### config.mk
export PLATFORM = sky130hd
export DESIGN_NAME = rx_frame_ctrl
export DESIGN_NICKNAME = d
export VERILOG_FILES = /design/src/rtl/uart_pkg.sv /design/src/rtl/rx_sync.sv /design/src/rtl/rx_frame_ctrl.sv
export SDC_FILE = /design/constraint.sdc
export NUM_CORES = 1
export LEC_CHECK = 0
export ABC_AREA = 1
export CAP_MARGIN = 40
export CORE_MARGIN = 2
export CORE_UTILIZATION = 56
export DETAILED_ROUTE_END_ITERATION = 16
export GPL_TIMING_DRIVEN = 0
export PLACE_DENSITY = 0.79
export SYNTH_ARGS = -nofsm -noshare
export SYNTH_HDL_FRONTEND = slang
export SYNTH_SLANG_ARGS = --single-unit
### constraint.sdc
create_clock -name clk -period 1.9 [get_ports clk]
set_clock_uncertainty 0.2 [all_clocks]
set_input_delay 0.19 -clock clk [delete_from_list [all_inputs] [get_ports clk]]
set_output_delay 0.19 -clock clk [all_outputs]
set_load 0.02 [all_outputs]
### src/rtl/uart_pkg.sv
// Shared definitions for the UART receive front end: FSM encodings and default frame geometry.
// Parity support in rx_frame_ctrl is compiled in only when RX_PARITY_EN is defined.
package uart_pkg;

  typedef enum logic [2:0] {
    ST_IDLE   = 3'd0,
    ST_START  = 3'd1,
    ST_DATA   = 3'd2,
    ST_PARITY = 3'd3,
    ST_STOP   = 3'd4
  } rx_state_e;

  localparam int unsigned DATA_BITS_D  = 8;
  localparam int unsigned OVERSAMPLE_D = 16;

  // 0 selects even parity, 1 selects odd parity.
  localparam logic PARITY_ODD = 1'b0;

endpackage

### src/rtl/rx_sync.sv
// Multi-flop synchronizer for the asynchronous serial line.
// Resets to 1 so that reset looks like an idle line rather than a start edge.
module rx_sync #(
  parameter int unsigned SYNC_STAGES = 2
) (
  input  logic clk,
  input  logic reset,
  input  logic d_i,
  output logic q_o
);

  logic [SYNC_STAGES-1:0] sync_q;

  always_ff @(posedge clk) begin
    if (reset) begin
      sync_q <= '1;
    end else begin
      sync_q <= {sync_q[SYNC_STAGES-2:0], d_i};
    end
  end

  assign q_o = sync_q[SYNC_STAGES-1];

endmodule

### src/rtl/rx_frame_ctrl.sv
// UART receive framer: start-bit search, LSB-first data capture and stop-bit hand-off.
// Define RX_PARITY_EN to add a parity bit before the stop bit and the parity_error output.
module rx_frame_ctrl
  import uart_pkg::*;
#(
  parameter int unsigned DATA_BITS   = DATA_BITS_D,
  parameter int unsigned OVERSAMPLE  = OVERSAMPLE_D,
  parameter int unsigned SYNC_STAGES = 2
) (
  input  logic                 clk,
  input  logic                 reset,
  input  logic                 baud_tick,
  input  logic                 rx_in,
  output logic [DATA_BITS-1:0] sipo_out,
  output logic                 stop_bit_in,
  output logic                 chk_stop,
  output logic                 busy,
`ifdef RX_PARITY_EN
  output logic                 parity_error,
`endif
  output logic                 start_glitch
);

  localparam int unsigned TickW = $clog2(OVERSAMPLE);
  localparam int unsigned BitW  = $clog2(DATA_BITS + 1);

  localparam logic [TickW-1:0] TickMid  = TickW'(OVERSAMPLE / 2 - 1);
  localparam logic [TickW-1:0] TickLast = TickW'(OVERSAMPLE - 1);
  localparam logic [BitW-1:0]  BitLast  = BitW'(DATA_BITS - 1);

  logic                 rx_s;
  rx_state_e            state_q;
  logic [TickW-1:0]     tick_cnt_q;
  logic [BitW-1:0]      bit_cnt_q;
  logic [DATA_BITS-1:0] shift_q;
  logic [DATA_BITS-1:0] sipo_q;
  logic                 stop_bit_q;
  logic                 chk_stop_q;
  logic                 busy_q;
  logic                 start_glitch_q;
`ifdef RX_PARITY_EN
  logic                 parity_q;
  logic                 parity_error_q;
`endif

  rx_sync #(
    .SYNC_STAGES (SYNC_STAGES)
  ) u_rx_sync (
    .clk   (clk),
    .reset (reset),
    .d_i   (rx_in),
    .q_o   (rx_s)
  );

  always_ff @(posedge clk) begin
    if (reset) begin
      state_q        <= ST_IDLE;
      tick_cnt_q     <= '0;
      bit_cnt_q      <= '0;
      shift_q        <= '0;
      sipo_q         <= '0;
      stop_bit_q     <= 1'b1;
      chk_stop_q     <= 1'b0;
      busy_q         <= 1'b0;
      start_glitch_q <= 1'b0;
`ifdef RX_PARITY_EN
      parity_q       <= 1'b0;
      parity_error_q <= 1'b0;
`endif
    end else begin
      chk_stop_q     <= 1'b0;
      start_glitch_q <= 1'b0;
      if (baud_tick) begin
        case (state_q)
          ST_IDLE: begin
            if (!rx_s) begin
              tick_cnt_q <= '0;
              busy_q     <= 1'b1;
              state_q    <= ST_START;
            end
          end
          ST_START: begin
            if (tick_cnt_q == TickMid) begin
              if (!rx_s) begin
                tick_cnt_q <= '0;
                bit_cnt_q  <= '0;
                state_q    <= ST_DATA;
              end else begin
                start_glitch_q <= 1'b1;
                busy_q         <= 1'b0;
                state_q        <= ST_IDLE;
              end
            end else begin
              tick_cnt_q <= tick_cnt_q + 1'b1;
            end
          end
          ST_DATA: begin
            // Counting restarted at the start-bit centre, so wrap points land on bit centres.
            if (tick_cnt_q == TickLast) begin
              tick_cnt_q <= '0;
              shift_q    <= {rx_s, shift_q[DATA_BITS-1:1]};
              bit_cnt_q  <= bit_cnt_q + 1'b1;
              if (bit_cnt_q == BitLast) begin
`ifdef RX_PARITY_EN
                state_q <= ST_PARITY;
`else
                state_q <= ST_STOP;
`endif
              end
            end else begin
              tick_cnt_q <= tick_cnt_q + 1'b1;
            end
          end
`ifdef RX_PARITY_EN
          ST_PARITY: begin
            if (tick_cnt_q == TickLast) begin
              tick_cnt_q <= '0;
              parity_q   <= rx_s;
              state_q    <= ST_STOP;
            end else begin
              tick_cnt_q <= tick_cnt_q + 1'b1;
            end
          end
`endif
          ST_STOP: begin
            // Returning to idle at the stop-bit centre leaves half a bit to catch a
            // back-to-back start edge. A low stop bit is passed on as-is.
            if (tick_cnt_q == TickLast) begin
              tick_cnt_q <= '0;
              sipo_q     <= shift_q;
              stop_bit_q <= rx_s;
              chk_stop_q <= 1'b1;
              busy_q     <= 1'b0;
              state_q    <= ST_IDLE;
`ifdef RX_PARITY_EN
              parity_error_q <= (^{shift_q, parity_q}) ^ PARITY_ODD;
`endif
            end else begin
              tick_cnt_q <= tick_cnt_q + 1'b1;
            end
          end
          default: begin
            busy_q  <= 1'b0;
            state_q <= ST_IDLE;
          end
        endcase
      end
    end
  end

  assign sipo_out     = sipo_q;
  assign stop_bit_in  = stop_bit_q;
  assign chk_stop     = chk_stop_q;
  assign busy         = busy_q;
  assign start_glitch = start_glitch_q;
`ifdef RX_PARITY_EN
  assign parity_error = parity_error_q;
`endif

endmodule
* Yosys cells after proc, flatten, opt, wreduce, memory -nomap -nowiden
Cells that the tools add are included.
** Cells by class
- Add/subtract/negate cells :: 2
- Bitwise operators :: 5
- Multiplexer cells :: 22
- Reductions and logical operators :: 12
- Equality and inequality tests :: 13
** Operators with widths (count)
- 4-bit 2-to-1 mux :: 6
- 3-bit 2-to-1 mux :: 5
- 2-bit inequality test (second input constant) :: 6
- 3-bit one-hot mux with 4 select lines :: 1
- 4-bit one-hot mux with 3 select lines :: 1
- 6-bit AND reduction :: 2
- 4-bit by 1-bit adder with 4-bit output (second input constant) :: 2
- 4-bit by 3-bit == test with 1-bit output (second input constant) :: 2
- 4-bit one-hot mux with 2 select lines :: 1
- 1-bit 2-to-1 mux :: 6
- 3-bit AND reduction :: 2
- 1-bit NOT :: 5
- 5-bit AND reduction :: 1
- 4-bit == test (second input constant) :: 1
- 1-bit one-hot mux with 4 select lines :: 1
- 4-bit OR reduction :: 1
- 3-bit by 1-bit == test with 1-bit output (second input constant) :: 1
- 3-bit by 2-bit == test with 1-bit output (second input constant) :: 1
- 3-bit == test (second input constant) :: 1
- 3-bit zero test :: 1
- 3-bit nonzero test :: 1
- 3-bit OR reduction :: 1
- 2-bit 2-to-1 mux :: 1
- 2-bit by 1-bit inequality test with 1-bit output (second input constant) :: 1
- 3 further kinds :: 3
** Storage, ports and cells
- Logic and storage cells :: 64
- Register bits after elaboration :: 33
- Output and inout port bits :: 12
- Input bits :: 4

* Depth between registers and ports, before layout
Gate-level depths: netlist (run 1).
- Word-level depth :: 4
- Depth in mapped cells :: 10
- Depth with buffers taken out :: 10

* Hierarchy
A second synthesis (run 1) with hierarchy kept.
** Second synthesis, totals
- Cells, all modules :: 215
- Area, all modules :: 1500.2 µm²
** By module, submodules not included
- rx_frame_ctrl :: instances 1, cells each 208, sequential area each 620.6 µm², area an instance 1441.4 µm²
- rx_sync :: instances 1, cells each 7, sequential area each 40.0 µm², area an instance 58.8 µm²

* Least setup slack after synthesis (run 1)
OpenSTA, ideal clock, no wires.
- Path kind :: reg-to-reg
- From :: reg tick_cnt_q[0]
- To :: reg stop_bit_q, in the netlist stop_bit_in
- Required time :: 1560 ps
- Arrival :: 1310 ps
- Stages on the path, launching flop included :: 10
- Period minus slack after synthesis :: 1650 ps
- Path slack :: 250 ps
- Buffers on the path :: 1
- Setup time :: 140 ps
- Cell sequence :: dfxtp_1 -> ha_1 -> nand2_2 -> clkinv_2 -> nand2_4 -> nor2_8 -> nand2_2 -> buf_6 -> nand2_1 -> o211ai_2
** On the way
- Word-level cells in the longest chain between the ends :: 2
** RTL lines
- from (decl) :: line rx_frame_ctrl.sv:33 : logic [TickW-1:0] tick_cnt_q;
- from (signal assigned) :: line rx_frame_ctrl.sv:94 : tick_cnt_q <= tick_cnt_q + 1'b1;
- from (signal assigned) :: line rx_frame_ctrl.sv:111 : tick_cnt_q <= tick_cnt_q + 1'b1;
- from (signal assigned) :: line rx_frame_ctrl.sv:139 : tick_cnt_q <= tick_cnt_q + 1'b1;
- 4-bit == test :: line rx_frame_ctrl.sv:128 : if (tick_cnt_q == TickLast) begin
- 3-bit AND reduction (no line)
- to (signal assigned) :: line rx_frame_ctrl.sv:131 : stop_bit_q <= rx_s;
- to (decl) :: line rx_frame_ctrl.sv:37 : logic stop_bit_q;
Every way passes these cells.
A chain may end at the register's enable or synchronous reset.

* Worst setup path after layout (run 1)
- From :: reg tick_cnt_q[0]
- To :: reg sipo_q[0], in the netlist sipo_out[0]
** On the way
- Word-level cells in the longest chain between the ends :: 2
** RTL lines
- 4-bit == test :: line rx_frame_ctrl.sv:128
- 3-bit AND reduction (no line)
- to (signal assigned) :: line rx_frame_ctrl.sv:130 : sipo_q <= shift_q;
- to (decl) :: line rx_frame_ctrl.sv:36 : logic [DATA_BITS-1:0] sipo_q;
Every way passes these cells.

==> results of run 1 <==
power by group through the flow:
| stage | combinational [mW] | sequential [mW] | clock (mW) |
|---|---|---|---|
| final | 0.684 | 0.839 | 0.554 |
| after global routing | 0.770 | 0.847 | 0.594 |
| after CTS | 0.681 | 0.834 | 0.560 |
| after detailed placement | 0.670 | 0.849 | 0 |
| after global placement | 0.654 | 0.847 | 0 |
| after floorplan | 0.544 | 0.837 | 0 |
cells by family after synthesis:
kind of cell / after synthesis / share of synthesized area
simple gates: 130 / 0.377
fa+ha+maj: 3 / 0.0210
buf+inv: 30 / 0.0750
compound gates: 35 / 0.125
flops: 33 / 0.396
xor+xnor: 1 / 0.00525
worst reg2reg max path: cells and delay by family, from the launching register on:
kind	cells	cell delay, ps
adders and majority gates	1	220
AOI/OAI and AO/OA	1	130
and+or+nand+nor	5	470
DFF	1	410
buffers and inverters	2	230
state kept, by name, summed over array words and instances, names as in the netlist:
| name | count |
|---|---|
| bit_cnt_q | 4 |
| busy | 1 |
| chk_stop | 1 |
| shift_q | 8 |
| sipo_out | 8 |
| start_glitch | 1 |
| state_q | 3 |
| stop_bit_in | 1 |
| tick_cnt_q | 4 |
| u_rx_sync.sync_q | 2 |
layout make-up:
type | count | area [um^2] | area share
Multi-Input combinational cell | 169 | 882 | 0.454
Clock inverter | 1 | 30.0 | 0.0154
Timing Repair Buffer | 15 | 150 | 0.0772
Inverter | 25 | 96.3 | 0.0495
Clock buffer | 7 | 55.1 | 0.0283
Buffer | 5 | 28.8 | 0.0148
Tap cell | 31 | 38.8 | 0.0199
Sequential cell | 33 | 663 | 0.341
through the flow:
step | utilization | power, mW | instance area [um^2]
floorplan | - | 1.38 | 1670
global placement | 0.664 | 1.50 | 1850
detailed placement | 0.664 | 1.52 | 1850
CTS | 0.698 | 2.08 | 1940
global route | 0.699 | 2.21 | 1940
finish | 0.699 | 2.08 | 1940
worst paths after layout:
kind                                          start                  end  slack [ps]  depth (start not counted)
worst min register to register  u_rx_sync.sync_q[0]  u_rx_sync.sync_q[1]         220                          1
worst min-delay path                          rx_in  u_rx_sync.sync_q[0]         210                          2
worst max-delay path                  tick_cnt_q[0]          sipo_out[0]         130                          9
worst max register to register        tick_cnt_q[0]          sipo_out[0]         130                          9
metal layers:
layer | track usage | vias up | wire length, um
met5 | 0 | - | 0
met4 | 0.0942 | 0 | 63
met3 | 0.0593 | 9 | 162
met2 | 0.340 | 36 | 1490
met1 | 0.296 | 704 | 1700
li1 | - | 802 | -
cells in the mapped netlist (all sizes together):
cell,number,area (um^2)
nand4,8,50.1
clkinv,2,10.0
a21oi,11,55.1
ha,2,25.0
buf,4,25.0
maj3,1,10.0
nor2,51,233
nand3,25,140
or2,2,12.5
inv,23,86.3
nand2,43,189
o211ai,1,12.5
clkbuf,1,3.75
nor3,1,5.00
o21ai,23,141
dfxtp,33,661
xor2,1,8.76
timing repair:
action                                  CTS  global route
endpoints found under the setup margin    0            17
hold buffers                              1             0
endpoints found under the hold margin     7             0
resized for setup                         0             2
==> results.py, run 1 <==
metrics = {
    "run_status": {
        "status": "finished, final reports clean",
    },
    "clock_tree": {
        "cts_inserted_buffers": 5,
        "clock_latency_ps": 340,
        "cts.path.max_buffers": 2,
        "clkSinkCount": 33,
        "clk_pin_slew_ps": 100,
        "clock-root-buffer": "clkbuf_4",
        "post-cts-setup-buffer-count": 0,
        "cts_tree": "built",
        "h-tree-depth": 2,
    },
    "power": {
        "p_sw_frac": 0.375,
        "power_leakage_nw": 0.863,
        "pwr-share-comb": 0.329,
        "internal_power_mw": 1.30,
        "power.density_mw_per_mm2": 1070,
        "ir_drop_mv": 0.985,
        "power_frac_clock": 0.267,
        "p_seq_frac": 0.404,
        "switchingPower_mw": 0.780,
    },
    "die": {
        "start_util": 0.600,
        "die_area_mm2": 0.00343,
        "io_pins": 16,
        "die_w_um": 58.6,
        "core_area_mm2": 0.00278,
        "row_count": 19,
        "die_y_um": 58.6,
    },
    "logic_synthesis": {
        "synth_seq_area_share": 0.396,
        "syn_nets": 238,
        "syn_inst": 232,
        "syn_area_mm2": 0.00167,
        "yosysWarnings": 0,
        "avgSynthCellArea_um2": 7.19,
        "ys_ff_latch": 33,
        "synth.distinct_cells": 28,
    },
    "worst_setup_path": {
        "crit_chain": "ha_1, nand2_2, clkinv_2, nand2_4, nor2_8, nand2_2, buf_6, o21ai_1, nor2_1",
        "worst_path_most_repeated_cell": "nand2_2",
        "crit_slowest_cell": "dfxtp_2",
        "path_class": "register to register",
        "arrival_ps": 1810,
        "endpoint_kind": "register",
        "crit_family": "simple AND/OR/NAND/NOR gates",
        "path_max_fanout": 10,
        "required_ps": 1940,
        "cp_slowest_stage_delay_ps": 410,
        "path_buf_inv": 2,
        "critPathLaunchType": "register",
    },
    "timing": {
        "max_freq_mhz": 564,
        "fin_crit_ps": 1770,
        "hold_violations": 0,
        "slew_headroom": 0.616,
        "timing.final.max_slew_violations": 0,
        "setup_ws_ps": 128,
        "rsz0062_at_grt": "false",
        "holdWs_ps": 209,
        "finalSetupTns_ps": 0,
        "fin_crit_sh": 0.933,
        "tightest_slew_ps": 576,
        "finalSetupViolations": 0,
    },
    "drt": {
        "routed-via-count": 1551,
        "wl_per_cell_um": 11.9,
        "wl_mm": 3.41,
        "via_per_inst": 5.42,
        "drtAntennaViolNets": 0,
        "drcViolationCount": 0,
        "first_pass_iters": 4,
        "drtIter0Drc": 61,
    },
    "placed_design": {
        "dp_slack_ps": 56.9,
        "place_inst": 277,
        "gp_congestion": 0.850,
        "dp_hpwl_mm": 2.40,
        "portBuffers": 14,
    },
    "run": {
        "cap_violations": 0,
    },
    "cells_and_area": {
        "fill_cells": 258,
        "drive_gt1_frac": 0.173,
        "n_antenna_cell": 0,
        "layout.nets": 260,
        "most-common-layout-cells": "nor2_1, nand2_1, dfxtp_1, nand3_1, inv_1",
        "layout_commonest_cell": "nor2_1",
        "final_cells": 286,
        "areaGrowthSynthToFinish_pct": 16.6,
    },
    "global_route": {
        "antenna_found_initial": 0,
        "gr-total-overflow": 0,
        "grt_max_degree": 11,
        "first_global_vias": 1351,
        "grt.total_usage": 0.222,
        "grt_pass1_wl_mm": 5.83,
    },
    "hold_path": {
        "hold_path.class": "input pin to register",
    },
}
Note: power is estimated with default switching activity, not from simulation.
==> run 2: changes to the inputs <==
- CORE_UTILIZATION: 56 -> 55
- PLACE_DENSITY: 0.79 -> 0.78
==> run 2 against run 1 <==
Net effect:
- non-clock buffer count unchanged
- first-iteration DRC count increased by 100%
- die area increased by 1.7%
- core utilization is 2.1 points lower
- clock-buffer cell count fell by 2
- largest power group unchanged
- via count down 3.2%
- register-to-register slack barely moved
- critical path type unchanged
- hold slack improved by 23 ps
==> results.py, run 2 (synthesized netlist as in run 1, its figures left out) <==
metrics = {
    "worst_setup_path": {
        "arrival_ps": 1820,
        "crit_slowest_cell": "dfxtp_4",
        "endpoint_kind": "register",
        "path_buf_inv": 2,
        "crit_chain": "ha_1, nand2_2, clkinv_2, nand2_4, nor2_8, nand2_4, clkinv_2, o21ai_1, a21oi_1",
        "path_class": "register to register",
        "critPathLaunchType": "register",
        "r2r_setup_slack_ps": 120,
        "crit_family": "simple AND/OR/NAND/NOR gates",
        "path_depth": 9,
        "required_ps": 1940,
        "crit_start": "tick_cnt_q[0]",
        "cp_slowest_stage_delay_ps": 380,
        "rr_endpoint": "shift_q[7]",
        "r2r-start": "tick_cnt_q[0]",
        "worst-r2r-cell-count": 9,
        "path_max_fanout": 9,
        "worstSetupEndpoint": "shift_q[7]",
    },
    "drt": {
        "drtAntennaViolNets": 0,
        "drcViolationCount": 0,
        "first_pass_iters": 4,
        "drtIter0Drc": 125,
        "wl_mm": 3.26,
        "wl_per_cell_um": 11.4,
        "via_per_inst": 5.25,
        "routed-via-count": 1501,
    },
    "timing": {
        "tightest_slew_ps": 575,
        "timing.final.max_slew_violations": 0,
        "fin_crit_sh": 0.937,
        "setup_ws_ps": 120,
        "max_freq_mhz": 562,
        "finalSetupTns_ps": 0,
        "fin_crit_ps": 1780,
        "hold_violations": 0,
        "finalSetupViolations": 0,
        "rsz0062_at_grt": "false",
        "slew_headroom": 0.617,
    },
    "global_route": {
        "grt_max_degree": 12,
        "grt_pass1_wl_mm": 5.51,
        "grt.total_usage": 0.209,
        "first_global_vias": 1243,
        "gr-total-overflow": 0,
        "antenna_found_initial": 0,
    },
    "cells_and_area": {
        "areaGrowthSynthToFinish_pct": 14.9,
        "ff_latch_area_um2": 666,
        "multi_input_area_um2": 882,
        "n_antenna_cell": 0,
        "drive_gt1_frac": 0.176,
        "fill_cells": 261,
        "design_area_mm2": 0.00192,
        "layout.nets": 260,
        "most-common-layout-cells": "nor2_1, nand2_1, dfxtp_1, nand3_1, inv_1",
        "fin_util": 0.678,
        "layout_commonest_cell": "nor2_1",
    },
    "die": {
        "die_w_um": 59.1,
        "io_pins": 16,
        "die_y_um": 59.1,
        "start_util": 0.590,
        "row_count": 19,
        "die_area_mm2": 0.00349,
        "core_area_mm2": 0.00283,
    },
    "power": {
        "ir_drop_mv": 0.675,
        "power.density_mw_per_mm2": 986,
        "power_leakage_nw": 0.849,
    },
    "clock_tree": {
        "clkSinkCount": 33,
        "cts.path.max_buffers": 2,
        "h-tree-depth": 2,
        "clock-root-buffer": "clkbuf_4",
        "clock_latency_ps": 340,
        "cts_inserted_buffers": 5,
        "clk_pin_slew_ps": 110,
        "cts_tree": "built",
    },
    "placed_design": {
        "placed_cell_area_mm2": 0.00185,
        "gp_congestion": 0.871,
        "dp_hpwl_mm": 2.34,
        "portBuffers": 14,
        "dp_slack_ps": 81.3,
    },
    "hold_path": {
        "hp-start": "rx_in",
        "hold_path.class": "input pin to register",
    },
    "run_status": {
        "status": "finished, final reports clean",
    },
    "run": {
        "cap_violations": 0,
    },
}
[run 2: changes by cell type in the layout (fill, tap and decap cells not counted), sizes merged]
cell,before,now
bufinv,1,0
clkbuf,8,6
clkinv,2,4
clkinvlp,0,1
[run 2: how the worst min path moves through the flow]
stage / to / cells past startpoint
after CTS: u_rx_sync.sync_q[0] / 2
after global placement: u_rx_sync.sync_q[1] / 1
after floorplan: u_rx_sync.sync_q[0] / 1
final: u_rx_sync.sync_q[0] / 2
after detailed placement: u_rx_sync.sync_q[1] / 1
after global routing: u_rx_sync.sync_q[0] / 2
[run 2: metal layers]
| layer | track usage | vias up | wire length [um] | part of all wire |
|---|---|---|---|---|
| met2 | 0.311 | 31 | 1390 | 0.43 |
| met5 | 0 | - | 0 | 0 |
| met4 | 0.0682 | 0 | 42 | 0.013 |
| met1 | 0.286 | 665 | 1680 | 0.52 |
| li1 | - | 800 | - | - |
| met3 | 0.0655 | 5 | 144 | 0.044 |
[run 2: power by group]
part / internal [mW] / switching, mW
Combinational: 0.227 / 0.443
Clock: 0.139 / 0.238
Sequential: 0.761 / 0.0830
[run 2: layout make-up]
| type | instances | area share |
|---|---|---|
| inverters | 25 | 0.0503 |
| clock buffers | 5 | 0.0196 |
| well taps | 31 | 0.0202 |
| clock inverters | 3 | 0.00914 |
| flip-flops and latches | 33 | 0.347 |
| plain buffers | 5 | 0.0150 |
| repair buffers | 15 | 0.0783 |
| multi-input cells | 169 | 0.460 |
[run 2: repair_timing]
action | CTS | global route
hold buffers | 1 | 0
endpoints found under the setup margin | 0 | 21
setup buffers | 0 | 0
resized for setup | 0 | 3
hold endpoints to repair | 7 | 0
[run 2: stage by stage]
step / power [mW] / hold slack [ps] / cells
6_report: 1.89 / 231 / 286
5_1_grt: 2.03 / 220 / 286
4_1_cts: 1.89 / 223 / 286
3_5_place_dp: 1.51 / 197 / 277
3_3_place_gp: 1.50 / 193 / 277
2_1_floorplan: 1.38 / 93.8 / 232
[run 2: worst reg2reg max path: stages, from the launching register on]
cell,delay [ps]
dfxtp_4,380
ha_1,230
nand2_2,140
clkinv_2,80
nand2_4,150
nor2_8,50
nand2_4,100
clkinv_2,140
o21ai_1,160
a21oi_1,50
